`src/rtl/uart_rx_fifo_pkg.sv`:
```
// Shared definitions for the AHB-lite UART receiver: bus encodings, register map,
// control/status bit positions and receive FSM states.
package uart_rx_fifo_pkg;

    localparam int WORD_WIDTH = 32;

    localparam logic [1:0] HTRANS_IDLE   = 2'b00;
    localparam logic [1:0] HTRANS_BUSY   = 2'b01;
    localparam logic [1:0] HTRANS_NONSEQ = 2'b10;
    localparam logic [1:0] HTRANS_SEQ    = 2'b11;

    localparam logic [1:0] HRESP_OKAY  = 2'b00;
    localparam logic [1:0] HRESP_ERROR = 2'b01;
    localparam logic [1:0] HRESP_RETRY = 2'b10;
    localparam logic [1:0] HRESP_SPLIT = 2'b11;

    localparam logic [1:0] UART_RX_REG_RXDATA = 2'd0;
    localparam logic [1:0] UART_RX_REG_STATUS = 2'd1;
    localparam logic [1:0] UART_RX_REG_CTRL   = 2'd2;
    localparam logic [1:0] UART_RX_REG_BAUD   = 2'd3;

    typedef enum logic [1:0] {
        PAR_NONE     = 2'b00,
        PAR_ODD      = 2'b01,
        PAR_EVEN     = 2'b10,
        PAR_NONE_ALT = 2'b11
    } parity_e;

    localparam int ST_EMPTY     = 0;
    localparam int ST_FULL      = 1;
    localparam int ST_PERR      = 2;
    localparam int ST_FERR      = 3;
    localparam int ST_OVR       = 4;
    localparam int ST_COUNT_LSB = 8;

    localparam int CT_EN       = 0;
    localparam int CT_PAR_LSB  = 1;
    localparam int CT_STOP2    = 3;
    localparam int CT_DLEN_LSB = 4;
    localparam int CT_RXIE     = 8;
    localparam int CT_ERRIE    = 9;

    typedef enum logic [2:0] {
        RX_IDLE,
        RX_START,
        RX_DATA,
        RX_PARITY,
        RX_STOP
    } rx_state_e;

    // DLEN values outside 5..max_w (including the reset value 0) mean full width.
    function automatic logic [3:0] eff_dlen(input logic [3:0] dlen, input int max_w);
        return (dlen < 4'd5 || int'(dlen) > max_w) ? 4'(max_w) : dlen;
    endfunction

endpackage

```
`src/rtl/uart_rx_fifo_sync_fifo.sv`:
```
// Synchronous FIFO with first-word-fall-through read data; pointers carry one
// extra wrap bit so full and empty can be told apart.
module sync_fifo #(
    parameter int WIDTH = 8,
    parameter int DEPTH = 16
) (
    input  logic                     clk,
    input  logic                     rst,
    input  logic                     push,
    input  logic                     pop,
    input  logic [WIDTH-1:0]         wdata,
    output logic [WIDTH-1:0]         rdata,
    output logic                     full,
    output logic                     empty,
    output logic [$clog2(DEPTH):0]   count
);

    localparam int AW = $clog2(DEPTH);
    localparam logic [AW:0] PTR_ONE = (AW+1)'(1);

    logic [WIDTH-1:0] mem [DEPTH];
    logic [AW:0]      wptr;
    logic [AW:0]      rptr;
    logic             do_push;
    logic             do_pop;

    assign do_push = push && !full;
    assign do_pop  = pop && !empty;

    always_ff @(posedge clk) begin
        if (rst) begin
            wptr <= '0;
            rptr <= '0;
        end else begin
            if (do_push) wptr <= wptr + PTR_ONE;
            if (do_pop)  rptr <= rptr + PTR_ONE;
        end
    end

    always_ff @(posedge clk) begin
        if (do_push) mem[wptr[AW-1:0]] <= wdata;
    end

    assign rdata = mem[rptr[AW-1:0]];
    assign count = wptr - rptr;
    assign empty = (wptr == rptr);
    assign full  = (wptr[AW] != rptr[AW]) && (wptr[AW-1:0] == rptr[AW-1:0]);

endmodule

```
`src/rtl/uart_rx_fifo.sv`:
```
// AHB-lite UART receiver: synchronised RX line, configurable frame format,
// receive FIFO, sticky error flags and a maskable level interrupt.
import uart_rx_fifo_pkg::*;

module uart_rx_fifo #(
    parameter int DATA_WIDTH = 8,
    parameter int FIFO_DEPTH = 16,
    parameter int DIV_RESET  = 434,
    parameter int DIV_WIDTH  = 16
) (
    input  logic                  clk,
    input  logic                  rst,
    input  logic                  hsel_rx,
    input  logic [WORD_WIDTH-1:0] HADDR,
    input  logic                  HWRITE,
    input  logic [2:0]            HSIZE,
    input  logic [1:0]            HTRANS,
    input  logic [WORD_WIDTH-1:0] HWDATA,
    input  logic                  RX,
    output logic [WORD_WIDTH-1:0] HRDATA,
    output logic                  HREADY,
    output logic [1:0]            HRESP,
    output logic                  irq_uartRx
);

    localparam int CW = $clog2(FIFO_DEPTH) + 1;
    localparam logic [DIV_WIDTH-1:0] DIV_ONE = DIV_WIDTH'(1);
    localparam logic [DIV_WIDTH-1:0] DIV_MIN = DIV_WIDTH'(4);

    logic [9:0]            ctrl;
    logic [DIV_WIDTH-1:0]  baud;
    logic                  perr_flag, ferr_flag, ovr_flag;
    logic                  ap_valid, ap_write;
    logic [1:0]            ap_addr;
    logic                  rx_meta, rxs, rxs_prev;
    rx_state_e             state, state_next;
    logic [DIV_WIDTH-1:0]  cnt, div_cur;
    logic [3:0]            bit_idx;
    logic [DATA_WIDTH-1:0] shreg;
    logic                  par_acc, stop_bad;
    logic                  tick, commit, fall;
    logic                  en, stop2, par_on, par_bad, frame_bad;
    parity_e               par_mode;
    logic [3:0]            dlen;
    logic                  addr_rd, wr_en, w1c;
    logic [WORD_WIDTH-1:0] rd_mux, status_word;
    logic                  fifo_push, fifo_pop, fifo_full, fifo_empty;
    logic [DATA_WIDTH-1:0] fifo_rdata, frame_data;
    logic [CW-1:0]         fifo_count;
    logic                  unused_ok;

    assign unused_ok = ^{HSIZE, HADDR[WORD_WIDTH-1:4], HADDR[1:0], HWDATA[WORD_WIDTH-1:16]};

    assign HREADY = 1'b1;
    assign HRESP  = HRESP_OKAY;

    assign en       = ctrl[CT_EN];
    assign stop2    = ctrl[CT_STOP2];
    assign par_mode = parity_e'(ctrl[CT_PAR_LSB +: 2]);
    assign par_on   = (par_mode == PAR_ODD) || (par_mode == PAR_EVEN);
    assign dlen     = eff_dlen(ctrl[CT_DLEN_LSB +: 4], DATA_WIDTH);

    assign addr_rd  = hsel_rx && (HTRANS == HTRANS_NONSEQ) && !HWRITE;
    assign fifo_pop = addr_rd && (HADDR[3:2] == UART_RX_REG_RXDATA) && !fifo_empty;
    assign wr_en    = ap_valid && ap_write;
    assign w1c      = wr_en && (ap_addr == UART_RX_REG_STATUS);

    always_comb begin
        status_word = '0;
        status_word[ST_EMPTY] = fifo_empty;
        status_word[ST_FULL]  = fifo_full;
        status_word[ST_PERR]  = perr_flag;
        status_word[ST_FERR]  = ferr_flag;
        status_word[ST_OVR]   = ovr_flag;
        status_word[ST_COUNT_LSB +: 8] = 8'(fifo_count);
    end

    always_comb begin
        rd_mux = '0;
        case (HADDR[3:2])
            UART_RX_REG_RXDATA: rd_mux = fifo_empty ? '0 : WORD_WIDTH'(fifo_rdata);
            UART_RX_REG_STATUS: rd_mux = status_word;
            UART_RX_REG_CTRL:   rd_mux = WORD_WIDTH'(ctrl);
            UART_RX_REG_BAUD:   rd_mux = WORD_WIDTH'(baud);
            default:            rd_mux = '0;
        endcase
    end

    // Read data is captured at the address phase; writes land in the data phase.
    always_ff @(posedge clk) begin
        if (rst) begin
            ap_valid <= 1'b0;
            ap_write <= 1'b0;
            ap_addr  <= '0;
            HRDATA   <= '0;
            ctrl     <= '0;
            baud     <= DIV_WIDTH'(DIV_RESET);
        end else begin
            ap_valid <= hsel_rx && (HTRANS == HTRANS_NONSEQ);
            ap_write <= HWRITE;
            ap_addr  <= HADDR[3:2];
            HRDATA   <= addr_rd ? rd_mux : '0;
            if (wr_en && ap_addr == UART_RX_REG_CTRL) ctrl <= HWDATA[9:0];
            if (wr_en && ap_addr == UART_RX_REG_BAUD)
                baud <= (HWDATA[DIV_WIDTH-1:0] < DIV_MIN) ? DIV_MIN : HWDATA[DIV_WIDTH-1:0];
        end
    end

    always_ff @(posedge clk) begin
        if (rst) begin
            rx_meta  <= 1'b1;
            rxs      <= 1'b1;
            rxs_prev <= 1'b1;
        end else begin
            rx_meta  <= RX;
            rxs      <= rx_meta;
            rxs_prev <= rxs;
        end
    end

    assign fall = rxs_prev && !rxs;
    assign tick = (state == RX_START) ? (cnt == (div_cur >> 1) - DIV_ONE)
                                      : (cnt == div_cur - DIV_ONE);

    always_ff @(posedge clk) begin
        if (rst) state <= RX_IDLE;
        else     state <= state_next;
    end

    always_comb begin
        state_next = state;
        commit     = 1'b0;
        if (!en) begin
            state_next = RX_IDLE;
        end else begin
            case (state)
                RX_IDLE:   if (fall) state_next = RX_START;
                RX_START:  if (tick) state_next = rxs ? RX_IDLE : RX_DATA;
                RX_DATA:   if (tick && bit_idx == dlen - 4'd1)
                               state_next = par_on ? RX_PARITY : RX_STOP;
                RX_PARITY: if (tick) state_next = RX_STOP;
                RX_STOP:   if (tick && (!stop2 || bit_idx == 4'd1)) begin
                               state_next = RX_IDLE;
                               commit     = 1'b1;
                           end
                default:   state_next = RX_IDLE;
            endcase
        end
    end

    // BAUD is reloaded into div_cur only at bit boundaries so a mid-bit write cannot stretch the current bit.
    always_ff @(posedge clk) begin
        if (rst) begin
            cnt      <= '0;
            div_cur  <= DIV_WIDTH'(DIV_RESET);
            bit_idx  <= '0;
            shreg    <= '0;
            par_acc  <= 1'b0;
            stop_bad <= 1'b0;
        end else if (state == RX_IDLE) begin
            cnt      <= '0;
            div_cur  <= baud;
            bit_idx  <= '0;
            shreg    <= '0;
            par_acc  <= 1'b0;
            stop_bad <= 1'b0;
        end else if (tick) begin
            cnt     <= '0;
            div_cur <= baud;
            case (state)
                RX_DATA: begin
                    shreg   <= {rxs, shreg[DATA_WIDTH-1:1]};
                    par_acc <= par_acc ^ rxs;
                    bit_idx <= (bit_idx == dlen - 4'd1) ? 4'd0 : bit_idx + 4'd1;
                end
                RX_PARITY: par_acc <= par_acc ^ rxs;
                RX_STOP: begin
                    stop_bad <= stop_bad | !rxs;
                    bit_idx  <= bit_idx + 4'd1;
                end
                default: bit_idx <= '0;
            endcase
        end else begin
            cnt <= cnt + DIV_ONE;
        end
    end

    assign frame_data = shreg >> (4'(DATA_WIDTH) - dlen);
    assign par_bad    = par_on && ((par_mode == PAR_ODD) ? !par_acc : par_acc);
    assign frame_bad  = stop_bad || !rxs;
    assign fifo_push  = commit && !fifo_full;

    // A set from a committing frame wins over a simultaneous W1C.
    always_ff @(posedge clk) begin
        if (rst) begin
            perr_flag  <= 1'b0;
            ferr_flag  <= 1'b0;
            ovr_flag   <= 1'b0;
            irq_uartRx <= 1'b0;
        end else begin
            perr_flag  <= (perr_flag && !(w1c && HWDATA[ST_PERR])) || (commit && par_bad);
            ferr_flag  <= (ferr_flag && !(w1c && HWDATA[ST_FERR])) || (commit && frame_bad);
            ovr_flag   <= (ovr_flag  && !(w1c && HWDATA[ST_OVR]))  || (commit && fifo_full);
            irq_uartRx <= (ctrl[CT_RXIE] && !fifo_empty) ||
                          (ctrl[CT_ERRIE] && (perr_flag || ferr_flag || ovr_flag));
        end
    end

    sync_fifo #(
        .WIDTH (DATA_WIDTH),
        .DEPTH (FIFO_DEPTH)
    ) u_fifo (
        .clk   (clk),
        .rst   (rst),
        .push  (fifo_push),
        .pop   (fifo_pop),
        .wdata (frame_data),
        .rdata (fifo_rdata),
        .full  (fifo_full),
        .empty (fifo_empty),
        .count (fifo_count)
    );

endmodule

```
`config.mk`:
```
export PLATFORM = sky130hd
export DESIGN_NAME = uart_rx_fifo
export DESIGN_NICKNAME = d
export VERILOG_FILES = /design/src/rtl/uart_rx_fifo_pkg.sv /design/src/rtl/uart_rx_fifo_sync_fifo.sv /design/src/rtl/uart_rx_fifo.sv
export SDC_FILE = /design/constraint.sdc
export NUM_CORES = 1
export LEC_CHECK = 0
export ABC_AREA = 1
export BUFFER_PORTS_ARGS = -buffer_cell sky130_fd_sc_hd__buf_2
export CORE_UTILIZATION = 56
export CTS_BUF_LIST = sky130_fd_sc_hd__clkbuf_4 sky130_fd_sc_hd__clkbuf_8
export CTS_CLUSTER_SIZE = 24
export DETAILED_ROUTE_END_ITERATION = 6
export GPL_ROUTABILITY_DRIVEN = 0
export HOLD_SLACK_MARGIN = 0.03
export PLACE_DENSITY = 0.88
export REMOVE_ABC_BUFFERS = 1
export SLEW_MARGIN = 20
export SYNTH_ARGS = -nofsm -noshare
export SYNTH_HDL_FRONTEND = slang
export SYNTH_SLANG_ARGS = --single-unit
```
`constraint.sdc`:
```
create_clock -name clk -period 3.2 [get_ports clk]
set_input_delay 0.48 -clock clk [delete_from_list [all_inputs] [get_ports clk]]
set_output_delay 0.48 -clock clk [all_outputs]
set_load 0.02 [all_outputs]
```
==> run metrics, run 1 <==
Psw=1.30 mW; vias=9981; # port buffers=41; PwrDens=452 mW/mm²; DIE HEIGHT=146 µm; HP Class=primary input to flop; setup tns final=0 ns; # DRC=31; initial antenna violation count=0; Gate Count Post-Synth=1345; Layout Utilization=66.1%; row count=52; Reg clk slew, reported paths=0.06 ns; YS warnings=0; GRT overflow=0; synthesis-stage register bit count=244; CTS tree=done; pre-CTS setup slack=-0.0369 ns; core area=0.0204 mm²; initial cell density of the core=57.4%; Pre-Repair DR Iteration Count=7; status=finished, violations left; fin crit period=3.19 ns; crit path DAT=3.44 ns; worst setup path category=flop to flop; pins over their slew limit=0; CTS Root Cell=clkbuf_8; layout cells sized above 1=16.9%; Pint=4.79 mW; Post-DP HPWL=19200 µm; first-pass GRT wire length=44200 µm; total CTS buffers=39; vias in the first global route=8959; CP cell instances=inv_6 -> nand2_4 -> nor2_4 -> nand2_1 -> nand2_2 -> ha_4 -> nand2_1 -> nor2_4 -> buf_12 -> buf_4 -> nand2_2 -> nand3_2 -> nand2_1 -> nor2_1 -> nand2_1 -> nor2_4 -> nand3_4 -> nor2_4 -> buf_4 -> buf_4 -> nand4_1 -> inv_1 -> buf_12; Layout area overhead=15.2%; final worst-path cycle share=99.8%; Critical Path Source Type=flop; Max stage delay on crit path=0.36 ns; Fin. Hold Viols=0; number of diodes=0; Via density=5.72; Post-synth EDFFs=128; fillers=1409; f_max=313 MHz; peak supply drop=0.272 mV; chip width=146 µm; share of the synthesized area in the top cell type=32.9%; # IOs=110; post-synthesis sequential area ratio=52.8%; Final #Nets=1537; met1 global-route usage=34.4%; syn_area_per_cell=8.69 µm²; WL final=29300 µm; Mapped Area=0.0117 mm²; worst skew pair latency=0.54 ns; drt wl/cell=16.8 µm; Power Total=6.09 mW; Placed Area=0.0124 mm²; clk buf depth=3; GRT Total Usage=26.0%; final setup vio count=0; commonest non-fill, non-tap cell in the layout=nand2_1; Crit-path slowest cell=dfxtp_4; 1st-iter DRT viols=1153; switching share of power=21.4%; commonest non-fill, non-tap cells in the layout=nand2_1 (216), inv_1 (167), o21ai_0 (146), nor2_1 (137), edfxtp_1 (128); Critical Path End Type=flop; grt met2 use=41.5%; CP Max Fanout=8; Critical Path RT=3.45 ns; clk_skew=0.0209 ns; Routed Antenna Nets=0; Pleak=5.39 nW; leading area contributor after synthesis=edfxtp_1; Main synth FF type=edfxtp_1; die area=0.0214 mm²; violated checks=DRC; Worst-Margin Slew=0.823 ns; setup ws final=0.00775 ns; relative slew slack=45.2%; clock network fraction of design power=44.8%; post-route cell area=0.0135 mm²; largest net degree at the start of global routing=68; Reg power frac=53.6%; synth unique cells=50; layer carrying the most global-route usage=met2; clock net sink count=244; H-Tree Depth=2; cts hold-fix bufs=0; asr flop ratio synth=0%; combinational group share of total power=1.6%; main area contributors after synthesis=edfxtp_1 (33%), dfxtp_1 (20%), nand2_1 (7.1%); max-cap violations=0; met3 usage=5.38%
[flip-flops by register name, summed over array words and instances (netlist names), 2 cells and up, named ones only]
signal,count
u_fifo.wptr,5
ap_addr,2
div_cur,16
baud,16
state,3
ctrl,10
u_fifo.rptr,5
shreg,8
u_fifo.mem,128
bit_idx,4
HRDATA,16
cnt,16
[per-layer routing]
metal / routed length, µm / vias up
met5: 0 / -
met4: 1230 / 0
met3: 3430 / 117
met2: 13300 / 662
met1: 11400 / 4525
li1: - / 4677
[cell families (layout without fill, tap and decap cells)]
family	Yosys count	count (layout)	share of synthesized area, %
mux	32	32	2.74
simple gates	504	504	19.3
xor+xnor	12	12	0.899
other cells	2	19	0.0643
flops	244	244	52.8
compound gates	298	298	13.7
fa+ha+maj	17	17	1.88
buf+inv	236	349	8.58
[power groups by stage]
stage / Sequential, mW / Clock [mW] / Combinational (mW)
after global placement: 3.33 / 0 / 0.0905
final: 3.27 / 2.73 / 0.0980
after global routing: 3.26 / 2.88 / 0.103
after CTS: 3.27 / 2.73 / 0.0938
after floorplan: 3.33 / 0 / 0.0498
after detailed placement: 3.33 / 0 / 0.0923
[synthesized netlist by cell type, types with 2 or more instances]
master / number
buf_2: 4
clkinv_1: 2
ha_1: 16
edfxtp_1: 128
nor3_2: 2
nand2_4: 2
nand2_2: 22
o21bai_1: 2
a221oi_1: 7
inv_2: 6
nor3b_1: 5
nand4_1: 15
nor2_1: 149
a31oi_1: 3
buf_1: 3
o21ai_1: 5
a41oi_1: 3
clkbuf_1: 28
nand3b_1: 3
dfxtp_1: 116
nand3_4: 3
xnor2_1: 2
inv_1: 167
nor3_1: 17
xor2_1: 10
mux2i_1: 32
buf_4: 22
o21ai_0: 146
a21oi_1: 102
o211ai_1: 7
a22oi_1: 8
nor2_4: 6
buf_6: 2
nor2_2: 7
or2_2: 5
nand2_1: 221
nor4_1: 2
nand3_1: 43
conb_1: 2
o22ai_1: 10
[worst max-delay path, delay by kind of cell, from the launching register on]
family / cells / cell delay (ns)
adders and majority gates: 1 / 0.16
buffers and inverters: 7 / 0.82
DFF: 1 / 0.36
and+or+nand+nor: 15 / 1.56
[area by class of cell]
type                    count  area [µm²]  area share, %
clock inverters            14         101          0.753
clock buffers              56         702           5.21
inverters                 176         676           5.02
repair buffers            103         768           5.71
flip-flops and latches    244        6180           45.9
well taps                 270         338           2.51
multi-input cells         882        4700           34.9
[stage by stage]
stage / hold slack [ns] / cells
after floorplan: 0.389 / 1302
after global placement: 0.395 / 1664
after detailed placement: 0.394 / 1664
after global routing: 0.145 / 1745
after CTS: 0.145 / 1734
final: 0.150 / 1745
[timing repair]
action                     CTS  global route
setup buffers                0            10
resized for setup            2            47
setup endpoints to repair  120           135
pin swaps                    0            10
gates cloned                 0             1
[path summary, 6_finish.rpt]
| check | start | to | slack (ns) | depth (start not counted) |
|---|---|---|---|---|
| setup / recovery | state[2] | u_fifo.mem[15][4] | 0.008 | 23 |
| hold / removal | RX | rx_meta | 0.15 | 2 |
| setup reg to reg | state[2] | u_fifo.mem[15][4] | 0.008 | 23 |
| hold reg to reg | rx_meta | rxs | 0.41 | 1 |
(Power assumes the default switching activity.)
==> run 2: changes to the inputs <==
- ABC_AREA: 1 -> 0
- CORE_UTILIZATION: 56 -> 55
- PLACE_DENSITY: 0.88 -> 0.87
==> run 2 against run 1 <==
Compared with the run above: the run ends with DRC, setup timing left; highest routed layer unchanged; clock power about the same; via count down 8.4%; utilization increased by 2.1 points; first-iteration DRC count rose by 28%.
==> run metrics, run 2 <==
# IOs=110; asr flop ratio synth=0%; Post-synth EDFFs=128; fin cells=1380; relative slew slack=31.7%; Worst-Margin Slew=1.02 ns; CP startpoint=state[1]; core area=0.0197 mm²; Reg clk slew, reported paths=0.06 ns; Critical Path Source Type=flop; worst setup path category=flop to flop; Gate Count Post-Synth=961; CTS tree=done; RSZ-0062 raised after global routing=yes; Reg2Reg Setup Slack=-0.99 ns; clock net sink count=244; Routed Antenna Nets=0; peak supply drop=0.256 mV; commonest non-fill, non-tap cells in the layout=edfxtp_1 (128), dfxtp_1 (113), nor2_1 (89), nand2_1 (86), buf_4 (75); most frequent cell after synthesis=edfxtp_1; Post-DP HPWL=19000 µm; die area=0.0209 mm²; setup tns final=-163.71 ns; Crit-path slowest cell=a2111oi_4; pins over their slew limit=0; GRT Total Usage=33.1%; H-Tree Depth=2; vias=9143; final setup vio count=185; 1st-iter DRT viols=1481; Power Total=6.10 mW; commonest non-fill, non-tap cell in the layout=edfxtp_1; syn_area_per_cell=11.6 µm²; GRT overflow=0; DIE HEIGHT=145 µm; clk_skew=0.0488 ns; row count=51; Final #Nets=1179; post-synthesis sequential area ratio=55.2%; Commonest cells post-synth=edfxtp_1 (128), dfxtp_1 (116), nor2_1 (103), nand2_1 (86), a21oi_1 (58); Mapped Area=0.0112 mm²; Hold Startpoint=RX; Layout Utilization=68.2%; synth unique cells=63; PwrDens=454 mW/mm²; WL final=34300 µm; post-route cell area=0.0134 mm²; layout cells sized above 1=28.1%; share of the synthesized area in the top cell type=34.4%; total CTS buffers=38; synthesis-stage register bit count=244; HP Class=primary input to flop; Main synth FF type=edfxtp_1; drt wl/cell=24.8 µm; initial cell density of the core=56.7%; setup ws final=-0.987 ns; largest net degree at the start of global routing=43; Pre-Repair DR Iteration Count=7; Placed Area=0.0121 mm²; initial antenna violation count=1; # DRC=14; CP cell instances=nor3b_4 -> mux2i_1 -> ha_2 -> or4b_4 -> a2111oi_4 -> buf_4 -> and4b_1 -> o21ai_0 -> a2111oi_4 -> and3_1 -> buf_6 -> nand3_4 -> nor3_2 -> buf_4; max reg flops=128; clk buf depth=3; worst skew pair latency=0.57 ns; Layout area overhead=20.3%; main area contributors after synthesis=edfxtp_1 (34%), dfxtp_1 (21%), mux4_2 (6.5%); Fin. Hold Viols=0; violated checks=DRC, setup timing; Critical Path RT=3.45 ns; first-pass GRT wire length=50600 µm; YS warnings=0; Hold Slack=0.139 ns; Post-Place Cells=1295; status=finished, violations left; leading area contributor after synthesis=edfxtp_1; chip width=145 µm; fin crit period=4.19 ns; CTS Root Cell=clkbuf_8; Via density=6.63; crit path DAT=4.44 ns; Critical Path End Type=flop; Max stage delay on crit path=0.51 ns; max-cap violations=0; # port buffers=41; vias in the first global route=8878; pre-CTS setup slack=-0.960 ns; final worst-path cycle share=131%; origin of the critical flop-to-flop path=state[1]; CP Max Fanout=8; Pleak=4.66 nW; fillers=1117; cts hold-fix bufs=0; f_max=239 MHz
==> run 2: changes by cell type after synthesis, moves of 14 or more <==
cell	previous run	this run
a211oi_1	1	18
a21oi_1	102	58
inv_1	167	19
mux2i_1	32	46
mux4_2	0	32
nand2_1	221	86
nand2_2	22	0
nand3_1	43	17
nor2_1	149	103
nor2b_1	0	14
o21ai_0	146	13
xnor2_1	2	33
==> run 2: layout make-up <==
| type | instances | area [µm²] | area share, % |
|---|---|---|---|
| antenna | 1 | 2.50 | 0.0186 |
| clock buffer | 58 | 698 | 5.19 |
| clock inverter | 8 | 70.1 | 0.521 |
| inverter | 19 | 71.3 | 0.531 |
| multi-input combinational | 641 | 4930 | 36.7 |
| sequential | 244 | 6170 | 45.9 |
| tap | 265 | 332 | 2.47 |
| timing repair buffer | 144 | 1170 | 8.71 |
==> run 2: report_power, final <==
part	internal (mW)	switching [mW]
combinational	0.0259	0.0708
sequential	3.26	0.00441
clock	1.48	1.26
total	4.76	1.34
==> run 2: what timing repair did <==
action / in CTS / in global routing
setup endpoints to repair: 185 / 185
gates cloned: 4 / 0
buffers inserted: 12 / 4
pin swaps: 25 / 11
resized for setup: 69 / 21
==> run 2: per-layer routing <==
| metal | vias up | wire length [µm] | GRT usage [%] |
|---|---|---|---|
| li1 | 3733 | - | - |
| met1 | 4215 | 11400 | 38.9 |
| met4 | 0 | 2760 | 23.3 |
| met5 | - | 0 | 0 |
| met3 | 263 | 5020 | 10.7 |
| met2 | 932 | 15100 | 51.3 |
==> run 2: cells by family after synthesis <==
kind of cell | after synthesis | synth area share [%]
flops | 244 | 55.2
other cells | 2 | 0.0672
xor+xnor | 51 | 4.00
mux | 89 | 11.7
simple gates | 325 | 14.5
buf+inv | 93 | 3.92
fa+ha+maj | 17 | 1.97
compound gates | 140 | 8.69
==> run 2: path summary, 6_finish.rpt <==
| check | cells after the start | end |
|---|---|---|
| setup / recovery | 14 | u_fifo.mem[2][2] |
| hold / removal | 2 | rx_meta |
| setup reg to reg | 14 | u_fifo.mem[2][2] |
| hold reg to reg | 1 | rxs |
==> run 2: worst max-delay path, delay by kind of cell, from the launching register on <==
kind                     cells  cell delay, ns
adder cells (fa/ha/maj)      1            0.21
AO/OA/AOI/OAI                3            1.00
flip-flops                   1            0.34
AND/OR/NAND/NOR              6            1.49
multiplexers                 1            0.28
buffers and inverters        3            0.58
